==> src/rtl/and_cell_scheduler.sv <==
// Round-robin scheduler sharing one clocked AND cell between two requesters.
// Operands are held around a single cell_clk pulse with fixed setup/hold spacing.
module and_cell_scheduler #(
    parameter int unsigned SETUP_CYC = 2,
    parameter int unsigned HOLD_CYC  = 1,
    parameter int unsigned CAP_CYC   = 1,
    parameter int unsigned CNT_W     = 8
) (
    input  logic             clk,
    input  logic             rst_n,
    input  logic             req0_valid,
    input  logic             req0_a,
    input  logic             req0_b,
    output logic             req0_ready,
    input  logic             req1_valid,
    input  logic             req1_a,
    input  logic             req1_b,
    output logic             req1_ready,
    output logic             rsp_valid,
    output logic             rsp_id,
    output logic             rsp_out,
    input  logic             rsp_ready,
    output logic             cell_a,
    output logic             cell_b,
    output logic             cell_clk,
    input  logic             cell_out,
    output logic             busy,
    output logic [CNT_W-1:0] done_cnt
);

    localparam int unsigned MAX_SH  = (SETUP_CYC > HOLD_CYC) ? SETUP_CYC : HOLD_CYC;
    localparam int unsigned MAX_CYC = (MAX_SH > CAP_CYC) ? MAX_SH : CAP_CYC;
    localparam int unsigned TMR_W   = $clog2(MAX_CYC + 1);

    typedef enum logic [2:0] {
        S_IDLE,
        S_SETUP,
        S_STROBE,
        S_HOLD,
        S_CAPTURE,
        S_RESP
    } state_e;

    state_e             state_q, state_d;
    logic [TMR_W-1:0]   tmr_q, tmr_d;
    logic               last_grant_q, last_grant_d;
    logic               cell_a_q, cell_a_d;
    logic               cell_b_q, cell_b_d;
    logic               cell_clk_q, cell_clk_d;
    logic               rsp_valid_q, rsp_valid_d;
    logic               rsp_id_q, rsp_id_d;
    logic               rsp_out_q, rsp_out_d;
    logic               busy_q, busy_d;
    logic [CNT_W-1:0]   done_cnt_q, done_cnt_d;
    logic               idle_c;

    // Grant only in IDLE and never while reset is held; a tie goes to the other index.
    assign idle_c     = rst_n && (state_q == S_IDLE);
    assign req0_ready = idle_c && req0_valid && (!req1_valid || last_grant_q);
    assign req1_ready = idle_c && req1_valid && (!req0_valid || !last_grant_q);

    always_comb begin
        state_d      = state_q;
        tmr_d        = tmr_q;
        last_grant_d = last_grant_q;
        cell_a_d     = cell_a_q;
        cell_b_d     = cell_b_q;
        cell_clk_d   = 1'b0;
        rsp_valid_d  = rsp_valid_q;
        rsp_id_d     = rsp_id_q;
        rsp_out_d    = rsp_out_q;
        done_cnt_d   = done_cnt_q;
        busy_d       = 1'b0;

        case (state_q)
            S_IDLE: begin
                if (req0_ready || req1_ready) begin
                    last_grant_d = req1_ready;
                    cell_a_d     = req1_ready ? req1_a : req0_a;
                    cell_b_d     = req1_ready ? req1_b : req0_b;
                    tmr_d        = TMR_W'(SETUP_CYC);
                    state_d      = S_SETUP;
                end
            end
            S_SETUP: begin
                if (tmr_q == TMR_W'(1)) begin
                    cell_clk_d = 1'b1;
                    state_d    = S_STROBE;
                end else begin
                    tmr_d = tmr_q - TMR_W'(1);
                end
            end
            S_STROBE: begin
                tmr_d   = TMR_W'(HOLD_CYC);
                state_d = S_HOLD;
            end
            S_HOLD: begin
                if (tmr_q == TMR_W'(1)) begin
                    cell_a_d = 1'b0;
                    cell_b_d = 1'b0;
                    tmr_d    = TMR_W'(CAP_CYC);
                    state_d  = S_CAPTURE;
                end else begin
                    tmr_d = tmr_q - TMR_W'(1);
                end
            end
            S_CAPTURE: begin
                if (tmr_q == TMR_W'(1)) begin
                    // last_grant_q still names the owner of the operation in flight
                    rsp_out_d   = cell_out;
                    rsp_id_d    = last_grant_q;
                    rsp_valid_d = 1'b1;
                    state_d     = S_RESP;
                end else begin
                    tmr_d = tmr_q - TMR_W'(1);
                end
            end
            S_RESP: begin
                if (rsp_ready) begin
                    rsp_valid_d = 1'b0;
                    done_cnt_d  = done_cnt_q + CNT_W'(1);
                    state_d     = S_IDLE;
                end
            end
            default: begin
                state_d = S_IDLE;
            end
        endcase

        busy_d = (state_d != S_IDLE);
    end

    always_ff @(posedge clk or negedge rst_n) begin
        if (!rst_n) begin
            state_q      <= S_IDLE;
            tmr_q        <= '0;
            last_grant_q <= 1'b1;
            cell_a_q     <= 1'b0;
            cell_b_q     <= 1'b0;
            cell_clk_q   <= 1'b0;
            rsp_valid_q  <= 1'b0;
            rsp_id_q     <= 1'b0;
            rsp_out_q    <= 1'b0;
            busy_q       <= 1'b0;
            done_cnt_q   <= '0;
        end else begin
            state_q      <= state_d;
            tmr_q        <= tmr_d;
            last_grant_q <= last_grant_d;
            cell_a_q     <= cell_a_d;
            cell_b_q     <= cell_b_d;
            cell_clk_q   <= cell_clk_d;
            rsp_valid_q  <= rsp_valid_d;
            rsp_id_q     <= rsp_id_d;
            rsp_out_q    <= rsp_out_d;
            busy_q       <= busy_d;
            done_cnt_q   <= done_cnt_d;
        end
    end

    assign cell_a    = cell_a_q;
    assign cell_b    = cell_b_q;
    assign cell_clk  = cell_clk_q;
    assign rsp_valid = rsp_valid_q;
    assign rsp_id    = rsp_id_q;
    assign rsp_out   = rsp_out_q;
    assign busy      = busy_q;
    assign done_cnt  = done_cnt_q;

endmodule
==> config.mk <==
export PLATFORM = sky130hd
export DESIGN_NAME = and_cell_scheduler
export DESIGN_NICKNAME = d
export VERILOG_FILES = /design/src/rtl/and_cell_scheduler.sv
export SDC_FILE = /design/constraint.sdc
export NUM_CORES = 1
export LEC_CHECK = 0
export CAP_MARGIN = 25
export CELL_PAD_IN_SITES_DETAIL_PLACEMENT = 1
export CELL_PAD_IN_SITES_GLOBAL_PLACEMENT = 2
export CORE_MARGIN = 1
export CORE_UTILIZATION = 27
export CTS_CLUSTER_SIZE = 40
export DETAILED_ROUTE_END_ITERATION = 12
export GPL_TIMING_DRIVEN = 0
export PLACE_DENSITY_LB_ADDON = 0.1
export SLEW_MARGIN = 10
export SYNTH_ARGS = -nofsm -noshare
export SYNTH_HDL_FRONTEND = slang
export SYNTH_SLANG_ARGS = --single-unit
==> constraint.sdc <==
create_clock -name clk -period 1.45 [get_ports clk]
set_input_delay 0.145 -clock clk [delete_from_list [all_inputs] [get_ports clk]]
set_output_delay 0.145 -clock clk [all_outputs]
set_load 0.05 [all_outputs]
# --- Word level (Yosys, flattened, before mapping) ---
# Cells that the tools add are included.
classes:
  reduce_logical: 23
  add_sub_neg: 2
  mux: 22
  eq_ne: 11
ops:
  columns: ["operator", "count"]
  rows:
  - ["3-bit case mux with 6 select lines", 1]
  - ["3-bit 2-to-1 mux", 5]
  - ["1-bit 2-to-1 mux", 9]
  - ["3-bit AND reduction", 3]
  - ["8-bit by 1-bit adder with 8-bit output, second input constant", 1]
  - ["2-bit != test, second input constant", 4]
  - ["2-bit case mux with 4 select lines", 1]
  - ["3-bit by 2-bit == test with 1-bit output, second input constant", 2]
  - ["3-bit == test, second input constant", 2]
  - ["2-bit 2-to-1 mux", 3]
  - ["1-bit case mux with 2 select lines", 3]
  - ["2-bit AND reduction", 3]
  - ["1-bit logical AND", 5]
  - ["2-bit nonzero test", 2]
  - ["4-bit nonzero test", 1]
  - ["3-bit by 1-bit == test with 1-bit output, second input constant", 1]
  - ["1-bit zero test", 3]
  - ["3-bit zero test", 1]
  - ["1-bit logical OR", 3]
  - ["3-bit nonzero test", 1]
  - ["2-bit by 1-bit == test with 1-bit output, second input constant", 1]
  - ["2-bit by 1-bit != test with 1-bit output, second input constant", 1]
  - ["2-bit OR reduction", 1]
  - ["2-bit by 1-bit subtractor with 2-bit output, second input constant", 1]
totals:
  output_inout_bits: 17
  reg_bits: 21

# --- Depth between registers and ports, before layout ---
depth:
  ltp_word: 8
  depth_mapped: 6

# --- Least setup slack after synthesis ---
# Ideal clock, no wire load.
synth_path:
  path_type: "register -> output"
  startpoint: "register state_q[2]"
  endpoint: "output port req0_ready"
  n_path_buf: 0
  required_time_ps: 1305
  arrival_ps: 1606
  path_stages_with_launch: 4
  path_slack_ps: -301
  path_cell_list: "dfrtp_1 > nor4b_4 > nand2_1 > a21oi_1"
synth_via:
  elab_chain_len: 4
synth_rtl:
  columns: ["item", "line", "rtl"]
  rows:
  - ["start, declared", "44", "state_e state_q, state_d;"]
  - ["start signal, assigned", "147", "state_q <= state_d;"]
  - ["3-bit zero test", "58", "assign idle_c = rst_n && (state_q == S_IDLE);"]
  - ["1-bit logical AND", "58", null]
  - ["1-bit logical AND (2 in series)", "59", "assign req0_ready = idle_c && req0_valid && (!req1_valid || last_grant_q);"]
  - ["end, declared", "14", "output logic req0_ready,"]
# Every way passes these cells.

# --- Worst setup path after layout ---
# Ends and elaborated chain as after synthesis.

==> out/metrics.yaml <==
outcome: "finished, violations left"
violations_in_the_final_reports: "negative setup slack"
drt_wl_total_mm: 2.92
cts_max_level: 1
buffer_ports.inserted: 26
syn-num-nets: 109
power.switching_fraction_pct: 43.6
timing_max_transition_violations_final: 0
first_global_vias: 966
sequential_cell_area_um2: 528
timing.critical_path.from_type: "flip-flop"
area_delta_synth_final_pct: 61.3
average_vias_per_placed_instance: 4.72
clk-insertion-delay-late_ns: 0.26
routed-via-count: 921
final_core_utilization_pct: 46.1
power.share.clock_pct: 11.0
worstPathArrival_ns: 1.45
worst_pin_slew_ns: 0.538
rsz0062_at_grt: "yes"
cellLeakagePower_nw: 0.815
drcViolationCount: 0
synth.top_cells.by_area: "dfrtp_1 (47%), xnor2_1 (4.1%), ha_1 (3.5%)"
synth_area_leader_cell: "dfrtp_1"
die_area_um2: 4220
multiInputGateArea_um2: 602
clock.fmax_mhz: 625
detailed_place.area_um2: 1410
cellPowerDensity_nw_per_um2: 2070
global_route.overflow_total: 0
drive_gt1_share_pct: 36.1
postSynthAreaPerCell_um2: 11.1
power_report.internal_total_mw: 2.01
io_pins: 27
biggest_cell_delay_along_the_critical_path_ns: 0.44
layout.nets: 161
n_fill_cell: 427
synth_largest_type_area_fraction_pct: 46.8
synth_seq_area_share_pct: 49.2
worstPathBufferInverterCount: 1
first_pass_grt_wire_length_mm: 4.64
synth_warnings: 0
insertedDiodeCount: 0
clkSlewWorstSetupHoldPaths_ns: 0.08
design_area_um2: 1730
rr_endpoint: "tmr_q[0]$_DFFE_PN0P_"
groute.usage.overall_pct: 14.9
largest_net_degree_at_the_start_of_global_routing: 21
hold_path_class: "in -> async"
critical_path.cell_chain: "nor4b_4 -> nand2_1 -> a21oi_4 -> buf_6"
dominantRegCellSynth: "dfrtp_1"
detailed_routing_iterations_pass_1: 2
cts_tree: "yes"
cts_max_path_buffers: 2
worst_setup_slack_for_register_to_register_paths_ns: -0.08
critical-path-slowest-cell: "dfrtp_1"
synth_enable_flop_cells: 0
worstReg2RegStart: "state_q[2]$_DFF_PN0_"
wl_per_cell_um: 15.0
drtAntennaViolNets: 0
stdcell_count: 195
antenna_found_initial: 0
endpoint_kind: "output port"
timing.setup.tns_ns: -0.388
timing.critical_path.fanout_max: 3
detail_route.iter0.violations: 14
clock_tree_root_buffer_cell: "clkbuf_8"
cp_data_required_time_ns: 1.31
coreArea_um2: 3740
power.switching_mw: 1.56
timing.final.crit_period_ns: 1.60
floorplan.rows: 22
worst_clock_skew_ns: 0.00497
report.final.hold_viol_count: 0
final_critical_path_setup_slack_ns: -0.149
die-width_um: 64.9
finalSetupViolCount: 5
routabilityCongestion: 0.774
postSynth.asyncResetShare_pct: 100
share_seq_of_total_power_pct: 27.7
netlist_instances: 96
distinct_cell_type_count_after_synthesis: 37
power.ir.vdd_worst_mv: 0.813
die_height_um: 64.9
cts_num_sinks: 21
r2r.worst_path.cells: 5
crit_type: "reg -> out"
start_util_pct: 28.6
post-route-period-util_pct: 110
combinational_group_share_of_total_power_pct: 61.3
detailedPlacementHpwl_mm: 1.78
total_clock_buffers_created_by_cts: 3
place.detailed.instances: 170
relSlewSlack_pct: 64.0
cap_viol_max_count: 0
netlist_area_um2: 1070
yosys_register_bits: 21
largest_delay_share_family_worst_path: "simple AND/OR/NAND/NOR gates"
==> state kept, by name (all words and copies together), names as in the netlist <==
name and count:
busy 1, rsp_out 1, done_cnt 8, cell_b 1, cell_clk 1, rsp_id 1
state_q 3, last_grant_q 1, rsp_valid 1, tmr_q 2, cell_a 1
==> repair_timing <==
item                                    4_1_cts  5_1_grt
gates cloned                                  0        0
pin swaps                                     9        4
buffers inserted                             17        2
hold buffers                                  2        0
endpoints found under the setup margin       28       18
resized for setup                            54       10
endpoints found under the hold margin        20        0
==> Yosys cell counts (2+ instances only) <==
cell type	number
and3_1	2
nand2_1	5
dfrtp_1	20
xnor2_1	5
nor2_1	4
ha_1	3
a21oi_1	4
buf_4	3
xor2_1	3
nand3_1	6
nand4_1	2
o21ai_0	6
mux2_2	3
inv_1	4
mux2i_1	3
nor2b_1	2
==> placed cells by master (no fill, tap or decap), drive strengths merged, types with 2 or more instances in the layout <==
| cell type | instances |
|---|---|
| o221ai | 2 |
| xor2 | 3 |
| nor2 | 4 |
| nand2 | 6 |
| nand4 | 2 |
| dfrtp | 20 |
| and3 | 2 |
| o21ai | 7 |
| a21oi | 4 |
| buf | 26 |
| nand3 | 6 |
| inv | 3 |
| nor2b | 2 |
| dlygate4sd2 | 15 |
| mux2i | 3 |
| clkbuf | 3 |
| ha | 3 |
| xnor2 | 5 |
| dlygate4sd3 | 2 |
| mux2 | 4 |
| clkdlybuf4s50 | 8 |
==> routing by layer <==
metal  part of all wire (%)  global-route usage [%]  vias to the layer above  wire length (um)
met1                     45                    18.3                      457              1320
met5                      0                       0                        -                 0
met3                    3.2                    4.05                        2                93
met2                     51                    25.8                       16              1490
li1                       -                       -                      446                 -
met4                   0.65                    3.33                        0                19
==> layout make-up <==
type | instances | share of cell area (%)
Tap cell | 48 | 3.48
Buffer | 4 | 2.47
Sequential cell | 21 | 30.6
Multi-Input combinational cell | 67 | 34.9
Clock buffer | 3 | 2.39
Timing Repair Buffer | 47 | 24.8
Clock inverter | 1 | 0.290
Inverter | 4 | 1.09
==> how the worst max path moves through the flow <==
stage,end,startpoint,cells past startpoint,slack (ns)
finish,req0_ready,state_q[2]$_DFF_PN0_,4,-0.15
global route,req0_ready,state_q[2]$_DFF_PN0_,4,-0.22
CTS,req0_ready,state_q[0]$_DFF_PN0_,4,-0.15
detailed placement,req0_ready,rst_n,5,-1.61
global placement,req0_ready,rst_n,5,-1.59
floorplan,tmr_q[0]$_DFFE_PN0P_,state_q[2]$_DFF_PN0_,4,0.007
==> power by group through the flow <==
stage / registers (mW) / clock network, mW / logic, mW
finish: 0.990 / 0.391 / 2.19
detailed placement: 0.997 / 0 / 1.65
CTS: 0.984 / 0.413 / 2.12
global placement: 0.986 / 0 / 1.63
floorplan: 1.33 / 0 / 0.838
global route: 1.01 / 0.431 / 2.37
==> metrics by stage <==
stage               power, mW  hold WS, ns  setup slack, ns
floorplan                2.17       -0.151          0.00664
global placement         2.62        0.460            -1.59
detailed placement       2.65        0.467            -1.61
CTS                      3.52        0.415           -0.149
global route             3.81        0.446           -0.216
finish                   3.57        0.430           -0.149
==> cells by family (layout without fill, tap and decap cells) <==
group / Yosys count / after routing / synth area share [%]
AND/OR/NAND/NOR: 30 / 30 / 17.7
flip-flops: 21 / 21 / 49.2
AO/OA/AOI/OAI: 19 / 19 / 12.0
XOR/XNOR: 8 / 8 / 6.55
buffers and inverters: 8 / 59 / 3.98
multiplexers: 7 / 7 / 7.02
adder cells (fa/ha/maj): 3 / 3 / 3.51
Note: power is estimated with default switching activity, not from simulation.
